### src/rtl/plic_pkg.sv
// Shared types and constants for the PLIC interrupt gateway.
package plic_pkg;

    typedef enum logic [1:0] {
        GW_IDLE = 2'd0,
        GW_PEND = 2'd1,
        GW_BUSY = 2'd2
    } gw_state_e;

    localparam int GW_ID_NONE = 0;

endpackage

### src/rtl/plic_gateway_cell.sv
// One gateway source: IDLE/PEND/BUSY FSM with rising-edge detection and a
// saturating queue of edges that arrived while the source could not pend.
module plic_gateway_cell
    import plic_pkg::*;
#(
    parameter int CNT_W = 2
) (
    input  logic clk_i,
    input  logic rst_ni,
    input  logic src_i,
    input  logic le_i,
    input  logic claim_i,
    input  logic complete_i,
    output logic ip_o,
    output logic busy_o
);

    localparam logic [CNT_W-1:0] CNT_MAX = '1;

    gw_state_e        state_q, state_d;
    logic             src_q;
    logic [CNT_W-1:0] cnt_q, cnt_d;
    logic             edge_det;
    logic             consume_edge;
    logic             take_cnt;
    logic             queue_edge;

    assign edge_det = src_i & ~src_q;

    always_comb begin
        state_d      = state_q;
        cnt_d        = cnt_q;
        consume_edge = 1'b0;
        take_cnt     = 1'b0;
        queue_edge   = 1'b0;

        case (state_q)
            GW_IDLE: begin
                if (le_i) begin
                    if (edge_det) begin
                        state_d      = GW_PEND;
                        consume_edge = 1'b1;
                    end else if (cnt_q != '0) begin
                        state_d  = GW_PEND;
                        take_cnt = 1'b1;
                    end
                end else if (src_i) begin
                    state_d = GW_PEND;
                end
            end
            GW_PEND: if (claim_i)    state_d = GW_BUSY;
            GW_BUSY: if (complete_i) state_d = GW_IDLE;
            default: state_d = GW_IDLE;
        endcase

        // An edge not used to leave IDLE directly is remembered for later.
        queue_edge = le_i & edge_det & ~consume_edge;

        if (!le_i) begin
            cnt_d = '0;
        end else if (queue_edge && !take_cnt) begin
            if (cnt_q != CNT_MAX) cnt_d = cnt_q + 1'b1;
        end else if (take_cnt && !queue_edge) begin
            cnt_d = cnt_q - 1'b1;
        end
    end

    always_ff @(posedge clk_i) begin
        if (!rst_ni) begin
            state_q <= GW_IDLE;
            src_q   <= 1'b0;
            cnt_q   <= '0;
        end else begin
            state_q <= state_d;
            src_q   <= src_i;
            cnt_q   <= cnt_d;
        end
    end

    assign ip_o   = (state_q == GW_PEND);
    assign busy_o = (state_q == GW_BUSY);

endmodule

### src/rtl/plic_gateway.sv
// PLIC gateway: decodes claim/complete IDs to per-source strobes and holds
// one gateway cell per interrupt source.
module plic_gateway
    import plic_pkg::*;
#(
    parameter int N_SOURCE = 3,
    parameter int SRC_W    = $clog2(N_SOURCE + 1),
    parameter int CNT_W    = 2
) (
    input  logic                clk_i,
    input  logic                rst_ni,
    input  logic [N_SOURCE-1:0] src_i,
    input  logic [N_SOURCE-1:0] le_i,
    input  logic                claim_valid_i,
    input  logic [SRC_W-1:0]    claim_id_i,
    input  logic                complete_valid_i,
    input  logic [SRC_W-1:0]    complete_id_i,
    output logic [N_SOURCE-1:0] ip_o,
    output logic [N_SOURCE-1:0] busy_o
);

    logic [N_SOURCE-1:0] claim_vec;
    logic [N_SOURCE-1:0] complete_vec;

    // IDs outside 1..N_SOURCE match no bit and are therefore dropped.
    always_comb begin
        claim_vec    = '0;
        complete_vec = '0;
        for (int k = 0; k < N_SOURCE; k++) begin
            claim_vec[k]    = claim_valid_i
                              && (claim_id_i != SRC_W'(GW_ID_NONE))
                              && (claim_id_i == SRC_W'(k + 1));
            complete_vec[k] = complete_valid_i
                              && (complete_id_i != SRC_W'(GW_ID_NONE))
                              && (complete_id_i == SRC_W'(k + 1));
        end
    end

    for (genvar g = 0; g < N_SOURCE; g++) begin : g_cell
        plic_gateway_cell #(
            .CNT_W(CNT_W)
        ) u_cell (
            .clk_i      (clk_i),
            .rst_ni     (rst_ni),
            .src_i      (src_i[g]),
            .le_i       (le_i[g]),
            .claim_i    (claim_vec[g]),
            .complete_i (complete_vec[g]),
            .ip_o       (ip_o[g]),
            .busy_o     (busy_o[g])
        );
    end

endmodule

### config.mk
export PLATFORM = sky130hd
export DESIGN_NAME = plic_gateway
export DESIGN_NICKNAME = d
export VERILOG_FILES = /design/src/rtl/plic_pkg.sv /design/src/rtl/plic_gateway_cell.sv /design/src/rtl/plic_gateway.sv
export SDC_FILE = /design/constraint.sdc
export NUM_CORES = 1
export LEC_CHECK = 0
export CAP_MARGIN = 20
export CORE_MARGIN = 1.5
export CORE_UTILIZATION = 47
export DETAILED_ROUTE_END_ITERATION = 10
export PLACE_DENSITY_LB_ADDON = 0.12
export SYNTH_ARGS = -nofsm -noshare
export SYNTH_HDL_FRONTEND = slang
export SYNTH_SLANG_ARGS = --single-unit
### constraint.sdc
create_clock -name clk_i -period 1.4 [get_ports clk_i]
set_input_delay 0.14 -clock clk_i [delete_from_list [all_inputs] [get_ports clk_i]]
set_output_delay 0.14 -clock clk_i [all_outputs]
set_load 0.01 [all_outputs]
After elaboration in Yosys (flattened, before gate mapping)
Index checks and enable logic that the tools add are counted.
{"block": "totals", "ff_bits": 15, "in_bits": 14, "output_inout_bits": 6, "wordCells": 151}
{"block": "op_classes", "add_sub_neg": 6, "n_eq_ne": 30, "mux": 51, "bitwise": 15, "reduce_logical": 40}
{"operator": "2-bit two-way mux", "count": 27}
{"operator": "1-bit two-way mux", "count": 21}
{"operator": "2-bit one-hot mux with 3 select lines", "count": 3}
{"operator": "2-bit nonzero test", "count": 8}
{"operator": "2-bit equality test, second input constant", "count": 7}
{"operator": "1-bit logical AND", "count": 14}
{"operator": "2-bit by 1-bit != test with 1-bit output, second input constant", "count": 6}
{"operator": "2-bit != test, second input constant", "count": 6}
{"operator": "4-bit by 2-bit != test with 1-bit output, second input constant", "count": 3}
{"operator": "2-bit AND reduction", "count": 6}
{"operator": "4-bit AND reduction", "count": 3}
{"operator": "2-bit by 1-bit equality test with 1-bit output, second input constant", "count": 5}
{"operator": "1-bit bitwise AND", "count": 9}
{"operator": "3-bit != test, second input constant", "count": 3}
{"operator": "2-bit by 1-bit adder with 2-bit output, second input constant", "count": 3}
{"operator": "1-bit zero test", "count": 6}
{"operator": "2-bit zero test", "count": 3}
{"operator": "1-bit inverter", "count": 6}
{"operator": "2-bit by 1-bit subtractor with 2-bit output, second input constant", "count": 3}

Logic depth before layout (Yosys ltp)
Gate-level depths: netlist of the first run.
{"block": "depth", "depth_word": 11, "mapped_depth": 4, "mapped_depth_nobuf": 4}

Cells and area by module
A second synthesis of the first run with hierarchy kept.
{"block": "unflattened", "cells_unflattened": 99, "hier_area_um2": 827.0}
{"mod": "plic_gateway_cell", "n_inst": 3, "cells_each": 31, "area_each_um2": 259.0, "seq_area_each_um2": 100.1}
{"mod": "plic_gateway", "n_inst": 1, "cells_each": 6, "area_each_um2": 50.0, "seq_area_each_um2": 0.0}

Worst setup path after synthesis of the first run
Ideal clock, no wire load.
{"block": "synth_timing", "kind": "register to register", "from": "reg g_cell[1].u_cell.src_q", "to": "reg g_cell[1].u_cell.cnt_q[1]", "setup_ns": 0.114, "arrival_time_ns": 0.903, "required_time_ns": 1.286, "path_slack_ns": 0.383, "path_stages_with_launch": 5, "n_path_buf": 0, "period_less_slack_ns": 1.017, "cell_sequence": "dfxtp_1 -> nor2b_4 -> or2_2 -> o2bb2ai_1 -> nor2b_1"}
{"block": "synth_via", "elab_chain_len": 11, "word_cells_on_any_way": 19, "cone_classes": "eq/ne (1); mux (7); bitwise (5); reduce/logical (6)"}
{"element": "start, declared", "line": "plic_gateway_cell.sv:21", "rtl": "logic src_q;"}
{"element": "start signal, assigned", "line": "plic_gateway_cell.sv:75", "rtl": "src_q <= src_i;"}
{"element": "1-bit inverter (*)", "line": "plic_gateway_cell.sv:28", "rtl": "assign edge_det = src_i & ~src_q;"}
{"element": "1-bit bitwise AND (*)", "line": "plic_gateway_cell.sv:28"}
{"element": "1-bit two-way mux", "line": "plic_gateway_cell.sv:40", "rtl": "if (edge_det) begin"}
{"element": "1-bit two-way mux", "line": "plic_gateway_cell.sv:39", "rtl": "if (le_i) begin"}
{"element": "1-bit two-way mux", "line": "plic_gateway_cell.sv:37", "rtl": "case (state_q)"}
{"element": "1-bit inverter", "line": "plic_gateway_cell.sv:57", "rtl": "queue_edge = le_i & edge_det & ~consume_edge;"}
{"element": "1-bit bitwise AND", "line": "plic_gateway_cell.sv:57"}
{"element": "1-bit zero test", "line": "plic_gateway_cell.sv:63", "rtl": "end else if (take_cnt && !queue_edge) begin"}
{"element": "1-bit logical AND", "line": "plic_gateway_cell.sv:63"}
{"element": "2-bit nonzero test (no source line)"}
{"element": "2-bit AND reduction (no source line)"}
{"element": "end signal, assigned", "line": "plic_gateway_cell.sv:76", "rtl": "cnt_q <= cnt_d;"}
{"element": "end, declared", "line": "plic_gateway_cell.sv:22", "rtl": "logic [CNT_W-1:0] cnt_q, cnt_d;"}
Mark *: on every way between the ends. The rest lies on a longest branch, timed or not.
A chain may end at the register's enable or synchronous reset.

Final worst setup path of the first run
{"block": "layout_timing", "from": "reg g_cell[2].u_cell.state_q[0]", "to": "out ip_o[2]"}
{"block": "layout_via", "elab_chain_len": 1}
{"element": "start, declared", "line": "plic_gateway_cell.sv:20", "rtl": "gw_state_e state_q, state_d;"}
{"element": "start signal, assigned", "line": "plic_gateway_cell.sv:74", "rtl": "state_q <= state_d;"}
{"element": "2-bit by 1-bit equality test with 1-bit output", "line": "plic_gateway_cell.sv:80", "rtl": "assign ip_o = (state_q == GW_PEND);"}
{"element": "end, declared", "line": "plic_gateway.sv:18", "rtl": "output logic [N_SOURCE-1:0] ip_o,"}
Every way passes these cells.

==> results.sh, run 1 <==
export IMPL_fp_dieW_um=44.3
export IMPL_ys_warn_count=0
export IMPL_synth_top_family_by_area="simple AND/OR/NAND/NOR gates"
export IMPL_dp_cells=133
export IMPL_die_area_mm2=0.00196
export IMPL_worst_setup_path_end_kind="primary output"
export IMPL_firstDrtPassIters=7
export IMPL_die_h_um=44.3
export IMPL_p_leak_nw=0.411
export IMPL_seq_area_um2=303
export IMPL_p_int_mw=0.650
export IMPL_ir_worst_vdd_v=0.000608
export IMPL_antenna_left=0
export IMPL_yosysSeqAreaShare_pct=37.4
export IMPL_cp_max_fo=5
export IMPL_antennaDiodeCount=0
export IMPL_synth_cell_types=33
export IMPL_antenna_found_initial=0
export IMPL_combPwrFrac_pct=19.9
export IMPL_row_count=14
export IMPL_routabilityCongestion=0.751
export IMPL_synth_xor_xnor_area_share_pct=1.09
export IMPL_fillers=150
export IMPL_critPathArrivalTime_ps=1140
export IMPL_place_ws_ps=23.9
export IMPL_portBuffers=19
export IMPL_hold_class="primary input to register"
export IMPL_viasPerCell=5.33
export IMPL_violations="DRC"
export IMPL_numCtsBuffers=3
export IMPL_p_per_area_mw_per_mm2=875
export IMPL_cts_tree="done"
export IMPL_post_cts_buffers=0
export IMPL_grt_overflow=0
export IMPL_swShare_pct=26.8
export IMPL_fin_skew_ps=0.512
export IMPL_grt_total_usage_pct=19.6
export IMPL_design_core_area_mm2=0.00156
export IMPL_tns_ps=0
export IMPL_synth_area_um2=802
export IMPL_fin_ws_ps=120
export IMPL_cp_start_kind="register"
export IMPL_max_freq_mhz=781
export IMPL_hpwlAfterDp_um=1220
export IMPL_vias=730
export IMPL_synth_edf_count=0
export IMPL_finalCriticalPeriod_ps=1280
export IMPL_areaGrowthSynthToFinish_pct=26.5
export IMPL_worstSetupPathType="register to primary output"
export IMPL_clkSlewWorstSetupHoldPaths_ps=90
export IMPL_seqPwrFrac_pct=52.0
export IMPL_cpMaxStageDelayCell="dfxtp_1"
export IMPL_ios=20
export IMPL_grt_pass1_wl_um=2780
export IMPL_worstMarginPinSlew_ps=319
export IMPL_crit_chain="nor2b_1 -> dlygate4sd2_1"
export IMPL_initial_core_util_pct=51.4
export IMPL_final_cells=137
export IMPL_multi_input_area_um2=452
export IMPL_wl_per_cell_um=11.5
export IMPL_setup_viol=0
export IMPL_synth_fp_nets=115
export IMPL_muxShareOfSynthArea_pct=0
export IMPL_synth_seq_cells=15
export IMPL_hold_viol=0
export IMPL_syn_avg_cell_area_um2=7.94
export IMPL_layout_nets=136
export IMPL_cts_hold_buf=0
export IMPL_hold_ws_ps=469
export IMPL_clockBufferDepth=2
export IMPL_grt_pass1_vias=706
export IMPL_cts_resized=9
export IMPL_rsz0062_at_grt="no"
export IMPL_relSlewSlack_pct=78.1
export IMPL_most_common_layout_cells="13 x dfxtp_1, 13 x clkdlybuf4s50_1, 11 x nor2_1"
export IMPL_drive_above_1_share_pct=11.6
export IMPL_synth_compound_area_share_pct=20.3
export IMPL_cp_slowest_stage_delay_ps=380
export IMPL_p_clk_share_pct=28.1
export IMPL_htree_num_levels=1
export IMPL_fin_crit_sh_pct=91.4
export IMPL_clock_sinks=15
export IMPL_routed_wl_um=1570
export IMPL_slew_violations=0
export IMPL_synth_cells=101
export IMPL_yosys_area_share_simple_pct=34.6
export IMPL_synth_flop_cell="dfxtp_1"
export IMPL_cp_required_ps=1260
export IMPL_maxCapViolations=0
export IMPL_switchingPower_mw=0.238
export IMPL_synthAdderAreaFrac_pct=0
export IMPL_clk_latency_ps=280
export IMPL_status="finished, violations left"
export IMPL_ys_async_sr_fraction_pct=0
export IMPL_grt_start_max_net_pins=10
export IMPL_dr_first_iter_drc_count=9
export IMPL_root_buffer="clkbuf_4"
export IMPL_drc=1
cells in the mapped netlist, types with 2 or more instances:
library cell,count,area (µm²)
a21oi_1,10,50.1
a31oi_1,2,12.5
and2_1,4,25.0
and2b_1,2,15.0
buf_4,6,45.0
dfxtp_1,15,300
nand2_1,10,37.5
nand2b_1,4,25.0
nand3_1,2,10.0
nand3b_1,2,15.0
nor2_1,11,41.3
nor2b_1,6,37.5
nor3_1,2,10.0
o21ai_0,5,25.0
or3_1,2,12.5
sequential cells by signal, indices dropped and copies added, names as in the netlist:
signal and cells:
g_cell.u_cell.cnt_q 6, g_cell.u_cell.src_q 3, g_cell.u_cell.state_q 6
logic make-up (layout without fill, tap and decap cells):
| family | count (synthesis) | in the layout |
|---|---|---|
| buffers and inverters | 8 | 28 |
| AND/OR/NAND/NOR | 51 | 51 |
| XOR/XNOR | 1 | 1 |
| AO/OA/AOI/OAI | 26 | 26 |
| flip-flops | 15 | 15 |
worst paths after layout:
check	startpoint	to	slack, ps	cells past startpoint
worst min register to register	g_cell[1].u_cell.state_q[1]	g_cell[1].u_cell.state_q[0]	480	1
worst min-delay path	le_i[2]	g_cell[2].u_cell.cnt_q[1]	470	3
worst max-delay path	g_cell[2].u_cell.state_q[0]	ip_o[2]	120	2
worst max register to register	g_cell[0].u_cell.state_q[0]	g_cell[0].u_cell.state_q[0]	210	5
worst max-delay path, delay by kind of cell (launching register included):
| family | cells | cell delay (ps) |
|---|---|---|
| simple gates | 1 | 190 |
| flops | 1 | 380 |
| buf+inv | 1 | 280 |
area by class of cell:
type | instances | share of cell area [%]
multi-input cells | 78 | 44.5
flip-flops and latches | 15 | 29.8
repair buffers | 22 | 20.2
clock buffers | 3 | 2.22
well taps | 16 | 1.97
inverters | 2 | 0.740
clock inverters | 1 | 0.493
layer usage:
layer  GRT usage (%)  part of all wire (%)
met5               0                     0
met1            21.2                    45
met3            1.22                   3.0
met4            12.7                   1.9
met2            36.2                    50
power by group through the flow:
| stage | clock, mW | combinational [mW] | sequential [mW] |
|---|---|---|---|
| detailed placement | 0 | 0.183 | 0.471 |
| global route | 0.272 | 0.198 | 0.465 |
| finish | 0.250 | 0.176 | 0.462 |
| global placement | 0 | 0.180 | 0.470 |
| floorplan | 0 | 0.106 | 0.471 |
| CTS | 0.263 | 0.177 | 0.462 |
per-stage QoR:
stage          instance area (µm²)  util, %  total power [mW]
3_5_place_dp                   990     63.5             0.654
5_1_grt                       1010     65.1             0.935
4_1_cts                       1010     65.1             0.902
6_report                      1010     65.1             0.888
2_1_floorplan                  802        -             0.576
3_3_place_gp                   990     63.5             0.650
No activity file was read; power rests on OpenSTA's default activity.
==> run 2, diff against run 1 <==
--- a/config.mk
+++ b/config.mk
@@ -10,6 +10,7 @@
 export CORE_UTILIZATION = 47
 export DETAILED_ROUTE_END_ITERATION = 10
 export PLACE_DENSITY_LB_ADDON = 0.12
+export SLEW_MARGIN = 40
 export SYNTH_ARGS = -nofsm -noshare
 export SYNTH_HDL_FRONTEND = slang
 export SYNTH_SLANG_ARGS = --single-unit
==> results of run 2 <==
The final DEF is identical to that of run 1; final timing and power are the same.
